`src/rtl/ooo_pkg.sv`:
```
// Shared widths and record types for the out-of-order arithmetic cluster.
package ooo_pkg;

  localparam int OPC_W   = 4;
  localparam int TAG_W   = 5;
  localparam int DATA_W  = 8;
  localparam int ROB_W   = 5;
  localparam int ARCH_W  = 8;
  localparam int CNT_W   = 4;
  localparam int NUM_SRC = 3;

  // Source operand positions within an entry.
  localparam int SRC_A = 0;
  localparam int SRC_B = 1;
  localparam int SRC_F = 2;

  typedef struct packed {
    logic [TAG_W-1:0]  tag;
    logic              rdy;
    logic [DATA_W-1:0] val;
  } operand_t;

  // Operand state lives in iq_operand_slot instances, indexed alongside this record.
  typedef struct packed {
    logic              valid;
    logic [OPC_W-1:0]  opcode;
    logic [ROB_W-1:0]  rob_entry;
    logic [TAG_W-1:0]  dest_reg;
    logic [TAG_W-1:0]  flag_reg;
    logic [ARCH_W-1:0] arch_dest_regs;
  } iq_entry_t;

endpackage

```
`src/rtl/iq_operand_slot.sv`:
```
// One {tag, rdy, val} source operand: load from dispatch or a shifting
// neighbour, then capture a matching CDB broadcast on top of the loaded value.
module iq_operand_slot
  import ooo_pkg::*;
(
  input  logic              clk,
  input  logic              rst_n,
  input  logic              load,
  input  operand_t          load_data,
  input  logic              cdb_valid,
  input  logic [TAG_W-1:0]  cdb_tag,
  input  logic [DATA_W-1:0] cdb_val,
  output operand_t          q
);

  operand_t base;
  operand_t nxt;

  // Waking the loaded value gives dispatch bypass and wake-while-shifting for free.
  always_comb begin
    base = load ? load_data : q;
    nxt  = base;
    if (cdb_valid && !base.rdy && (base.tag == cdb_tag)) begin
      nxt.rdy = 1'b1;
      nxt.val = cdb_val;
    end
  end

  // NOTE: sequential state uses non-blocking assignments so every register samples pre-edge values.
  always_ff @(posedge clk or negedge rst_n) begin
    if (!rst_n) q <= '0;
    else        q <= nxt;
  end

endmodule

```
`src/rtl/arith_issue_queue.sv`:
```
// Age-ordered, compacting reservation station that issues the oldest fully
// ready arithmetic instruction per cycle through a registered bundle.
module arith_issue_queue
  import ooo_pkg::*;
#(
  parameter int DEPTH = 4
) (
  input  logic              clk,
  input  logic              rst_n,
  input  logic              flush,
  input  logic              disp_valid,
  output logic              disp_ready,
  input  logic [OPC_W-1:0]  disp_opcode,
  input  logic [ROB_W-1:0]  disp_ROB_entry,
  input  logic [TAG_W-1:0]  disp_dest_reg,
  input  logic [TAG_W-1:0]  disp_flag_reg,
  input  logic [ARCH_W-1:0] disp_arch_dest_regs,
  input  logic [TAG_W-1:0]  disp_a_tag,
  input  logic [TAG_W-1:0]  disp_b_tag,
  input  logic [TAG_W-1:0]  disp_f_tag,
  input  logic              disp_a_rdy,
  input  logic              disp_b_rdy,
  input  logic              disp_f_rdy,
  input  logic [DATA_W-1:0] disp_a_val,
  input  logic [DATA_W-1:0] disp_b_val,
  input  logic [DATA_W-1:0] disp_f_val,
  input  logic              cdb_valid,
  input  logic [TAG_W-1:0]  cdb_dest_reg,
  input  logic [TAG_W-1:0]  cdb_flag_reg,
  input  logic [DATA_W-1:0] cdb_result_val,
  input  logic [DATA_W-1:0] cdb_result_flags,
  output logic [OPC_W-1:0]  opcode,
  output logic [ROB_W-1:0]  ROB_entry,
  output logic [TAG_W-1:0]  dest_reg,
  output logic [TAG_W-1:0]  flag_reg,
  output logic [DATA_W-1:0] op_a_val,
  output logic [DATA_W-1:0] op_b_val,
  output logic [DATA_W-1:0] flags_val,
  output logic [ARCH_W-1:0] arch_dest_regs,
  output logic              instr_valid,
  output logic [CNT_W-1:0]  count
);

  localparam int IDX_W = $clog2(DEPTH);

  iq_entry_t        ent_q   [DEPTH];
  iq_entry_t        ent_d   [DEPTH];
  operand_t         opnd_q  [NUM_SRC][DEPTH];
  operand_t         opnd_ld [NUM_SRC][DEPTH];
  logic [DEPTH-1:0] opnd_load;
  operand_t         disp_src [NUM_SRC];

  logic [CNT_W-1:0] count_q;
  logic [CNT_W-1:0] wr_idx;
  logic [IDX_W-1:0] sel_idx;
  logic             issue;
  logic             disp_fire;

  // Ready depends only on occupancy, keeping select off the ready path.
  assign disp_ready = (count_q < CNT_W'(DEPTH));
  assign count      = count_q;
  assign disp_fire  = disp_valid && disp_ready && !flush;

  assign disp_src[SRC_A] = '{tag: disp_a_tag, rdy: disp_a_rdy, val: disp_a_val};
  assign disp_src[SRC_B] = '{tag: disp_b_tag, rdy: disp_b_rdy, val: disp_b_val};
  assign disp_src[SRC_F] = '{tag: disp_f_tag, rdy: disp_f_rdy, val: disp_f_val};

  // Scanning from the top lets the lowest (oldest) ready index win.
  always_comb begin
    // NOTE: every always_comb output gets a default first, so no path can infer a latch.
    issue   = 1'b0;
    sel_idx = '0;
    for (int i = DEPTH - 1; i >= 0; i--) begin
      if (ent_q[i].valid && opnd_q[SRC_A][i].rdy && opnd_q[SRC_B][i].rdy &&
          opnd_q[SRC_F][i].rdy) begin
        issue   = 1'b1;
        sel_idx = IDX_W'(i);
      end
    end
  end

  // Compaction: entries at or above the selected one take their upper neighbour;
  // dispatch lands just above the surviving entries.
  always_comb begin
    wr_idx = count_q - CNT_W'(issue);
    for (int i = 0; i < DEPTH; i++) begin
      int up;
      up           = (i == DEPTH - 1) ? i : i + 1;
      ent_d[i]     = ent_q[i];
      opnd_load[i] = 1'b0;
      for (int k = 0; k < NUM_SRC; k++) opnd_ld[k][i] = opnd_q[k][i];

      if (disp_fire && (wr_idx == CNT_W'(i))) begin
        ent_d[i] = '{valid: 1'b1, opcode: disp_opcode, rob_entry: disp_ROB_entry,
                     dest_reg: disp_dest_reg, flag_reg: disp_flag_reg,
                     arch_dest_regs: disp_arch_dest_regs};
        opnd_load[i] = 1'b1;
        for (int k = 0; k < NUM_SRC; k++) opnd_ld[k][i] = disp_src[k];
      end else if (issue && (i >= int'(sel_idx))) begin
        if (i == DEPTH - 1) begin
          ent_d[i] = '0;
        end else begin
          ent_d[i]     = ent_q[up];
          opnd_load[i] = 1'b1;
          for (int k = 0; k < NUM_SRC; k++) opnd_ld[k][i] = opnd_q[k][up];
        end
      end

      if (flush) ent_d[i].valid = 1'b0;
    end
  end

  for (genvar k = 0; k < NUM_SRC; k++) begin : g_src
    for (genvar i = 0; i < DEPTH; i++) begin : g_ent
      iq_operand_slot u_slot (
        .clk       (clk),
        .rst_n     (rst_n),
        .load      (opnd_load[i]),
        .load_data (opnd_ld[k][i]),
        .cdb_valid (cdb_valid),
        .cdb_tag   ((k == SRC_F) ? cdb_flag_reg : cdb_dest_reg),
        .cdb_val   ((k == SRC_F) ? cdb_result_flags : cdb_result_val),
        .q         (opnd_q[k][i])
      );
    end
  end

  // NOTE: the entry array is only DEPTH records, so it is reset outright rather than just its valid bits.
  always_ff @(posedge clk or negedge rst_n) begin
    if (!rst_n) begin
      for (int i = 0; i < DEPTH; i++) ent_q[i] <= '0;
      count_q <= '0;
    end else begin
      for (int i = 0; i < DEPTH; i++) ent_q[i] <= ent_d[i];
      count_q <= flush ? '0 : (count_q + CNT_W'(disp_fire) - CNT_W'(issue));
    end
  end

  // Issue register: data holds between issues; flush squashes a same-cycle issue.
  always_ff @(posedge clk or negedge rst_n) begin
    if (!rst_n) begin
      instr_valid    <= 1'b0;
      opcode         <= '0;
      ROB_entry      <= '0;
      dest_reg       <= '0;
      flag_reg       <= '0;
      op_a_val       <= '0;
      op_b_val       <= '0;
      flags_val      <= '0;
      arch_dest_regs <= '0;
    end else begin
      instr_valid <= issue && !flush;
      if (issue && !flush) begin
        opcode         <= ent_q[sel_idx].opcode;
        ROB_entry      <= ent_q[sel_idx].rob_entry;
        dest_reg       <= ent_q[sel_idx].dest_reg;
        flag_reg       <= ent_q[sel_idx].flag_reg;
        arch_dest_regs <= ent_q[sel_idx].arch_dest_regs;
        op_a_val       <= opnd_q[SRC_A][sel_idx].val;
        op_b_val       <= opnd_q[SRC_B][sel_idx].val;
        flags_val      <= opnd_q[SRC_F][sel_idx].val;
      end
    end
  end

endmodule

```
`config.mk`:
```
export PLATFORM = sky130hd
export DESIGN_NAME = arith_issue_queue
export DESIGN_NICKNAME = d
export VERILOG_FILES = /design/src/rtl/ooo_pkg.sv /design/src/rtl/iq_operand_slot.sv /design/src/rtl/arith_issue_queue.sv
export SDC_FILE = /design/constraint.sdc
export NUM_CORES = 1
export LEC_CHECK = 0
export CORE_MARGIN = 5
export CORE_UTILIZATION = 28
export DETAILED_ROUTE_END_ITERATION = 16
export PLACE_DENSITY = 0.45
export SYNTH_ARGS = -nofsm -noshare
export SYNTH_HDL_FRONTEND = slang
export SYNTH_HIERARCHICAL = 1
export SYNTH_SLANG_ARGS = --single-unit
```
`constraint.sdc`:
```
create_clock -name clk -period 5.9 [get_ports clk]
set_input_delay 0.885 -clock clk [delete_from_list [all_inputs] [get_ports clk]]
set_output_delay 0.885 -clock clk [all_outputs]
set_load 0.02 [all_outputs]
```
==> impl_results.md, run 1 <==
* Worst-path cell chain: and4_4 > nor4_4 > inv_1 > ha_1 > ha_1 > xor2_1 > nor2_2 > nand4_1 > nand2_2 > mux2_2 > xor2_1 > nor4_4 > nand4_4 > mux2_4
* Vias per Instance at 5.03
* CTS tree: yes
* Clock Latency Late Sink at 0.57 ns
* Cells after Synth at 1930
* Initial antenna violation count at 2
* Maximum vdd drop at 0.181 mV
* Clock Path Buffers at 3
* Largest family of logic cells by synthesized area: multiplexers
* Post-synth EDFFs at 0
* Die X-Extent at 292 um
* Final setup fails at 0
* Overall routed net length at 72000 um
* CTS root buf: clkbuf_16
* Synth async-reset ratio at 1.00
* Post-layout min period at 4.61 ns
* Num CTS Buffers at 43
* Area Growth Syn to Fin at 16.6%
* HPWL after DPL at 44800 um
* # Post-CTS Setup Buffers at 0
* Fillers at 7903
* Status: complete, no violations
* Fraction of final layout cells sized beyond drive strength 1 at 0.310
* GP Congestion at 0.781
* Die Y at 292 um
* Final antenna-violating net count at 0
* Max-slew violations at 0
* Max capacitance violation total at 0
* DRT Pass-1 Iters at 5
* Placed Instance Area at 24600 um2
* Pleak at 12.7 nW
* Hold Vio Cnt, Final at 0
* Crit share post-route at 0.781
* Synth Flop Type: dfrtp_1
* Yosys reg bits at 336
* Share of the synthesized area in the top cell type at 0.377
* Gate power share at 0.453
* Core Region at 79000 um2
* Clock slew at reported path FFs at 0.06 ns
* Post-Syn Nets at 2040
* Final Skew at 0.0195 ns
* Final Net Count at 2147
* Simple-Gate Fraction of Synth Area at 0.107
* Most flop-heavy register: g_src.g_ent.u_slot/q
* Unique masters post-synth at 40
* WP data required at 6.34 ns
* # IOs at 157
* Initial Util at 0.282
* Post-CTS resize count at 0
* RSZ-0062 raised after global routing: false
* Worst Max-Slew Pin Slew at 1.04 ns
* Tot GR Track Use at 0.164
* Setup CP Type: reg -> reg
* DRC Markers at 0
* CP top delay family: simple AND/OR/NAND/NOR gates
* H-tree levels at 2
* Port Buffers at 156
* Synthesized cell area at 22300 um2
* Critical path arrival at 5.05 ns
* Synth Area in Adders at 0.00595
* Buf+Inv Stages, Crit Path at 1
* Crit end category: flip-flop
* DIE AREA at 85400 um2
* Dominant cell type by area after synthesis: dfrtp_1
* Sequential share of power at 0.327
* Power Density at 462 nW/um2
* Post-Layout Inst Area at 26000 um2
* Switching portion of total power at 0.364
* Antenna Diode Count at 0
* Synth Area per Inst at 11.6 um2
* Post-CTS Hold Buffers at 0
* Max Freq at 217 MHz
* Hold/Removal Path Class: in -> async
* Setup TNS at 0 ns
* Sink Count at 336
* Multiplexer share of the synthesized area at 0.374
* DR iter-0 viols at 763
* Top cells by area, synth: dfrtp_1 38%, mux2_2 15%, mux2_4 13%
* GRT Residual Overflow at 0
* Vias in the first global route at 16.9k
* Clock share of power at 0.221
* Seq/Total Area, Yosys at 0.377
* Vias at 15.7k
* Hold Slack at 0.236 ns
* Average wire per standard cell at 23.1 um
* Synth warn at 6
* Rel. slew slack at 0.306
* Synth cell count leaders: 336 x dfrtp_1, 298 x mux2_2, 211 x mux2i_1
* Int Power at 7.63 mW
* Count leader, synth: dfrtp_1
* CP Launch Type: flip-flop
* Post-Synth XOR/XNOR Area at 0.0247
* Worst path slowest cell: nand2_2
* Area of the multi-input gates at 12800 um2
* Synth Area in Compound Gates at 0.0616
* Cell row count at 103
* Largest net degree at the start of global routing at 152
* First-pass GRT wire length at 109000 um
* CP max stage delay at 0.75 ns
* Register area at 8410 um2
* Max reg flops at 168
* Largest registers: g_src.g_ent.u_slot/q: 168 flops, ent_q: 112 flops
* Psw at 4.37 mW
* Max FO, Critical Path at 26
cells in the final DEF (no fill, tap or decap), drive strengths merged:
cell           count
a21oi            104
a31oi             53
a41oi              1
and4               4
buf               42
bufinv             2
clkbuf            61
clkdlybuf4s50    155
clkinv             8
clkinvlp           1
dfrtp            336
fa                 1
ha                 9
inv               39
mux2             489
mux2i            211
nand2            169
nand2b             2
nand3             52
nand3b             2
nand4             19
nand4b             2
nor2             107
nor2b              5
nor3               1
nor4              13
o21ai              4
o21bai             1
o22ai              5
o2bb2ai           51
or3               52
xnor2             12
xor2              51
worst register-to-register path: stages, from the launching register on:
cell and delay, ns:
dfrtp_1 0.45, and4_4 0.24, nor4_4 0.28, inv_1 0.10, ha_1 0.22, ha_1 0.20
xor2_1 0.16, nor2_2 0.16, nand4_1 0.25, nand2_2 0.75, mux2_2 0.46, xor2_1 0.17
nor4_4 0.40, nand4_4 0.27, mux2_4 0.37
kinds of logic (layout without fill, tap and decap cells):
kind of cell,Yosys count,after routing
compound gates,219,219
xor+xnor,63,63
fa+ha+maj,10,10
buf+inv,174,308
flops,336,336
mux,700,700
simple gates,428,428
through the flow:
step	setup WS, ns	std cells	power (mW)	util
2_1_floorplan	1.44	1930	7.92	-
6_report	1.29	3114	12.0	0.329
4_1_cts	1.25	3114	12.2	0.329
3_5_place_dp	1.29	3042	9.43	0.311
5_1_grt	1.05	3114	12.8	0.329
3_3_place_gp	1.33	3042	9.29	0.311
path summary, 6_finish.rpt:
kind,cells after the start,from,slack (ns),end
min reg2reg,1,g_src[1].g_ent[0].u_slot/q[10],0.53,g_src[1].g_ent[0].u_slot/q[10]
max,14,g_src[2].g_ent[0].u_slot/q[8],1.29,g_src[0].g_ent[2].u_slot/q[3]
max in group asynchronous,2,rst_n,4.32,op_b_val[1]
min in group clk,1,g_src[1].g_ent[0].u_slot/q[10],0.53,g_src[1].g_ent[0].u_slot/q[10]
min,1,rst_n,0.24,ent_q[87]
max reg2reg,14,g_src[2].g_ent[0].u_slot/q[8],1.29,g_src[0].g_ent[2].u_slot/q[3]
power groups by stage:
stage / clock network, mW / registers, mW / logic [mW]
global route: 2.83 / 4.05 / 5.90
detailed placement: 0 / 3.95 / 5.48
CTS: 2.74 / 3.92 / 5.50
global placement: 0 / 3.92 / 5.37
finish: 2.65 / 3.92 / 5.43
floorplan: 0 / 3.91 / 4.01
routing by layer:
layer / up-vias / part of all wire / routed length, um / global-route usage
met5: - / 0.00015 / 11 / 0
met4: 2 / 0.022 / 1550 / 0.0414
met3: 106 / 0.040 / 2860 / 0.0265
met2: 324 / 0.48 / 34200 / 0.276
met1: 8033 / 0.46 / 33300 / 0.222
li1: 7186 / - / - / -
area by class of cell:
class,instances,area share
multi-input cells,1420,0.493
well taps,1050,0.0505
clock buffers,61,0.0491
flip-flops and latches,336,0.323
clock inverters,11,0.00414
inverters,39,0.00563
repair buffers,197,0.0740
Note: power is estimated with default switching activity, not from simulation.
==> run 2, diff against run 1 <==
PLACE_DENSITY = 0.47   (was 0.45)
clock period = 4.2 ns   (was 5.9 ns; I/O delays follow)
==> run 2 against run 1 <==
Die area did not move. Critical endpoint is now g_src[2].g_ent[0].u_slot/q[1]. Critical path type unchanged. Maximum frequency rose by 11%. Core utilization rose by 1.5 points. Non-clock buffer count rose by 97.
==> impl_results.md, run 2 (same netlist as run 1, synthesis figures left out) <==
* Status: complete, no violations
* Post-CTS Hold Buffers at 0
* Worst reg2reg setup slack at 0.05 ns
* Initial antenna violation count at 4
* GP Congestion at 0.788
* Area Growth Syn to Fin at 22.0%
* Worst path slowest cell: dfrtp_1
* Max-slew violations at 0
* Hold/Removal Path Class: in -> async
* DRT Pass-1 Iters at 5
* Most flop-heavy register: g_src.g_ent.u_slot/q
* Max Freq at 241 MHz
* Final antenna-violating net count at 0
* CP max stage delay at 0.43 ns
* Gate power share at 0.478
* Fin worst setup slack at 0.0468 ns
* Fillers at 7787
* Power Density at 643 nW/um2
* Wire length on met2 at 35600 um
* Pleak at 13.3 nW
* Final Net Count at 2246
* Average wire per standard cell at 23.2 um
* DIE AREA at 85400 um2
* Highest-count cells in the layout ignoring fill and taps: 336 x dfrtp_1, 290 x mux2_2, 209 x mux2i_1
* RSZ-0062 raised after global routing: true
* Largest net degree at the start of global routing at 155
* CTS tree: yes
* Cell row count at 103
* Vias at 16.2k
* Largest registers: g_src.g_ent.u_slot/q: 168 flops, ent_q: 112 flops
* CP top delay family: simple AND/OR/NAND/NOR gates
* Met3 WL post-DR at 3390 um
* Pre-CTS setup slack at -0.0374 ns
* WP data required at 4.65 ns
* Vias in the first global route at 17.5k
* Clock slew at reported path FFs at 0.06 ns
* Num CTS Buffers at 42
* H-tree levels at 2
* Psw at 6.38 mW
* Worst r2r src: ent_q[55]
* Tot GR Track Use at 0.169
* Clock Latency Late Sink at 0.58 ns
* Worst reg2reg path depth at 19
* Port Buffers at 156
* Setup TNS at 0 ns
* Overall routed net length at 74700 um
* Crit end category: flip-flop
* Metal1 wirelength at 34300 um
* Final Skew at 0.0381 ns
* Setup CP Type: reg -> reg
* Final setup fails at 0
* Max reg flops at 168
* Vias per Instance at 5.02
* Max FO, Critical Path at 7
* Commonest non-fill, non-tap cell in the layout: dfrtp_1
* Crit share post-route at 0.989
* # IOs at 157
* Total power at 17.5 mW
* DR top layer: met5
* Initial Util at 0.282
* Critical path arrival at 4.60 ns
* First-pass GRT wire length at 112000 um
* HPWL after DPL at 46700 um
* GRT Residual Overflow at 0
* Sink Count at 336
* Die X-Extent at 292 um
* Clock share of power at 0.212
* CTS root buf: clkbuf_16
* Sequential share of power at 0.310
* Max capacitance violation total at 0
* DR iter-0 viols at 864
* Rel. slew slack at 0.364
* Switching portion of total power at 0.364
* R2R Path End: g_src[2].g_ent[0].u_slot/q[1]
* Maximum vdd drop at 0.385 mV
* Int Power at 11.1 mW
* Die Y at 292 um
* Worst-path cell chain: and4_4 > nor4_4 > inv_1 > ha_2 > ha_4 > xor2_1 > nor2_2 > buf_4 > nand4b_1 > buf_6 > buf_12 > nand2_8 > buf_8 > mux2_4 > xor2_4 > nor4_4 > nand4_4 > buf_12 > mux2_4
* Core Region at 79000 um2
* Fraction of final layout cells sized beyond drive strength 1 at 0.347
* Hold Vio Cnt, Final at 0
* Clock Path Buffers at 3
* Buf+Inv Stages, Crit Path at 6
* Post-layout min period at 4.15 ns
* Worst Max-Slew Pin Slew at 0.954 ns
* CP Launch Type: flip-flop
* DRC Markers at 0
[run 2: changes by cell type in the layout (fill, tap and decap cells not counted), moves of 3 or more]
cell and delta:
nand4_4 +3, mux2_4 +8, nand2_8 +3, xor2_1 -7
buf_6 +11, nand2_2 -3, buf_12 +12, xor2_2 +5
clkbuf_8 +3, mux2_2 -8, buf_4 +70
[run 2: worst reg2reg max path: cells and delay by family (launching register included)]
family                     cells  cell delay [ns]
buffers and inverters          6             0.90
DFF                            1             0.43
muxes                          2             0.63
adders and majority gates      2             0.37
xor gates and xnor gates       2             0.31
and+or+nand+nor                7             1.38
[run 2: area by class of cell]
cell class | count | area [um2] | area share
multi-input combinational | 1423 | 13100 | 0.480
sequential | 336 | 8410 | 0.309
timing repair buffer | 294 | 2880 | 0.106
tap | 1050 | 1310 | 0.0483
clock buffer | 64 | 1270 | 0.0469
inverter | 39 | 150 | 0.00552
clock inverter | 11 | 113 | 0.00414
antenna | 2 | 5.00 | 0.000184
[run 2: timing repair]
item,in CTS,in global routing
cloned,2,3
setup buffers,5,38
pin swaps,6,15
setup endpoints to repair,26,98
hold endpoints to repair,0,0
gates resized for setup,6,38
[run 2: worst max path at each step]
stage | start | end | slack, ns | cells past startpoint
detailed placement | g_src[2].g_ent[1].u_slot/q[8] | g_src[2].g_ent[3].u_slot/q[3] | -0.04 | 17
global route | g_src[2].g_ent[2].u_slot/q[8] | g_src[0].g_ent[3].u_slot/q[3] | -0.13 | 17
floorplan | g_src[2].g_ent[1].u_slot/q[8] | g_src[0].g_ent[3].u_slot/q[3] | 0.01 | 19
CTS | g_src[2].g_ent[1].u_slot/q[8] | g_src[0].g_ent[0].u_slot/q[3] | 0.002 | 15
global placement | g_src[2].g_ent[1].u_slot/q[8] | g_src[0].g_ent[3].u_slot/q[3] | -0.01 | 17
finish | ent_q[55] | g_src[2].g_ent[0].u_slot/q[1] | 0.05 | 19
[run 2: metrics by stage]
step	hold slack, ns	cells	util	cell area, um2
2_1_floorplan	0.334	1930	-	22300
3_3_place_gp	0.515	3095	0.318	25100
3_5_place_dp	0.519	3095	0.318	25100
4_1_cts	0.129	3177	0.337	26600
5_1_grt	0.169	3218	0.344	27200
6_report	0.130	3219	0.344	27200
[run 2: layer usage]
| metal | up-vias | track usage |
|---|---|---|
| met3 | 95 | 0.0291 |
| li1 | 7388 | - |
| met4 | 2 | 0.0419 |
| met2 | 393 | 0.278 |
| met1 | 8297 | 0.231 |
| met5 | - | 0 |
[run 2: power groups by stage]
stage	registers [mW]	logic (mW)	clock network [mW]
after floorplan	5.50	5.64	0
after global placement	5.41	7.88	0
after detailed placement	5.47	8.04	0
after CTS	5.42	8.09	3.84
after global routing	5.60	9.01	3.95
final	5.43	8.37	3.70
==> run 3, diff against run 2 <==
SKIP_CTS_REPAIR_TIMING = 1   (was default)
==> run 3 against run 2 <==
The run now ends with negative setup slack left. Sequential power about the same. Critical endpoint is now g_src[1].g_ent[3].u_slot/q[3]. Highest routed layer unchanged. Via count down 0.51%. Critical path type unchanged. Non-clock buffer count down 15. Largest cell class unchanged.
==> impl_results.md, run 3 (same netlist as run 1, synthesis figures left out) <==
* Cells after DPL at 3095
* Non-Filler Instances at 3204
* Failing checks: negative setup slack
* Worst-path cell chain: and4_4 > nor4_4 > inv_1 > ha_2 > ha_4 > xor2_1 > nor2_2 > buf_4 > nand4_1 > buf_12 > buf_6 > mux2_4 > mux2_4 > xor2_4 > nor4_4 > nand4_4 > buf_12 > mux2_4
* RSZ-0062 raised after global routing: true
* Most flop-heavy register: g_src.g_ent.u_slot/q
* Largest registers: g_src.g_ent.u_slot/q: 168 flops, ent_q: 112 flops
* Crit share post-route at 1.00
* Pleak at 13.2 nW
* CTS tree: yes
* Cell row count at 103
* Die Y at 292 um
* Final antenna-violating net count at 0
* Num CTS Buffers at 42
* CP Launch Type: flip-flop
* Max capacitance violation total at 0
* Fin worst setup slack at -0.0184 ns
* CTS root buf: clkbuf_16
* Tot GR Track Use at 0.168
* Vias at 16.1k
* DRT Pass-1 Iters at 5
* Hold Slack at 0.129 ns
* Max reg flops at 168
* Final setup fails at 4
* GP Congestion at 0.788
* Port Buffers at 156
* Max-slew violations at 0
* GRT Residual Overflow at 0
* Worst reg2reg setup slack at -0.02 ns
* Power Density at 641 nW/um2
* Initial Util at 0.282
* Final Skew at 0.0383 ns
* Clock Latency Late Sink at 0.58 ns
* Initial antenna violation count at 4
* # IOs at 157
* DR iter-0 viols at 869
* Vias in the first global route at 17.5k
* Worst Max-Slew Pin Slew at 0.956 ns
* Final Net Count at 2231
* Area Growth Syn to Fin at 21.4%
* Worst path slowest cell: dfrtp_1
* Maximum vdd drop at 0.394 mV
* CP max stage delay at 0.40 ns
* Fraction of final layout cells sized beyond drive strength 1 at 0.343
* Commonest non-fill, non-tap cell in the layout: dfrtp_1
* Crit path top cell by count: mux2_4
* DIE AREA at 85400 um2
* Buf+Inv Stages, Crit Path at 5
* Vias per Instance at 5.02
* R2R Path End: g_src[1].g_ent[3].u_slot/q[3]
* WP data required at 4.66 ns
* HPWL after DPL at 46700 um
* Crit end category: flip-flop
* Critical path arrival at 4.68 ns
* H-tree levels at 2
* Die X-Extent at 292 um
* Setup CP Type: reg -> reg
* Max FO, Critical Path at 8
* Core Region at 79000 um2
* Post-layout min period at 4.22 ns
* Max Freq at 237 MHz
* First-pass GRT wire length at 111000 um
* Sink Count at 336
* Overall routed net length at 74200 um
* Hold/Removal Path Class: in -> async
* Worst reg2reg path depth at 18
* Status: complete, but fails checks
* Worst r2r src: g_src[1].g_ent[2].u_slot/q[8]
* Average wire per standard cell at 23.2 um
* Largest net degree at the start of global routing at 155
* Hold Vio Cnt, Final at 0
* Highest-count cells in the layout ignoring fill and taps: 336 x dfrtp_1, 292 x mux2_2, 209 x mux2i_1
* CP top delay family: simple AND/OR/NAND/NOR gates
* Clock slew at reported path FFs at 0.06 ns
* Rel. slew slack at 0.363
* Clock Path Buffers at 3
* Fin util at 0.343
* DRC Markers at 0
run 3: cell types whose count changed in the layout (fill, tap and decap cells not counted), moves of 2 or more:
cell and change:
buf_4 -10, buf_6 -3, mux2_2 +2, mux2_4 -2
nand2_4 +2, xor2_1 +2, xor2_2 -2
run 3: worst max-delay path by stage:
stage / start / to / cells after the start
after global routing: ent_q[55] / g_src[1].g_ent[3].u_slot/q[3] / 18
final: g_src[1].g_ent[2].u_slot/q[8] / g_src[1].g_ent[3].u_slot/q[3] / 18
after global placement: g_src[2].g_ent[1].u_slot/q[8] / g_src[0].g_ent[3].u_slot/q[3] / 17
after detailed placement: g_src[2].g_ent[1].u_slot/q[8] / g_src[2].g_ent[3].u_slot/q[3] / 17
after floorplan: g_src[2].g_ent[1].u_slot/q[8] / g_src[0].g_ent[3].u_slot/q[3] / 19
after CTS: g_src[2].g_ent[1].u_slot/q[8] / g_src[2].g_ent[3].u_slot/q[3] / 17
run 3: power breakdown:
group	switching (mW)	total (mW)	internal (mW)	leakage (nW)
Combinational	3.86	8.21	4.35	8.18
Sequential	0.976	5.42	4.45	4.31
Clock	1.50	3.71	2.21	0.692
Total	6.33	17.3	11.0	13.2
run 3: cell type report:
type | count | area, um2
clock inverters | 11 | 113
inverters | 39 | 150
well taps | 1050 | 1310
repair buffers | 279 | 2740
fillers | 7791 | 51900
diodes | 2 | 5.00
clock buffers | 64 | 1270
flip-flops and latches | 336 | 8410
multi-input cells | 1423 | 13100
run 3: stage by stage:
stage               cell area [um2]  total power, mW  setup slack, ns  setup TNS [ns]
global route                  27100             18.4           -0.198           -7.29
floorplan                     22300             11.1           0.0116               0
global placement              25100             13.3          -0.0133         -0.0133
CTS                           26500             17.3          -0.0630          -0.676
detailed placement            25100             13.5          -0.0374          -0.228
finish                        27100             17.3          -0.0184         -0.0456
run 3: layer usage:
layer,vias up,track usage,part of all wire
met3,98,0.0291,0.050
li1,7355,-,-
met5,-,0,0.00018
met1,8251,0.231,0.46
met4,2,0.0419,0.019
met2,386,0.276,0.47
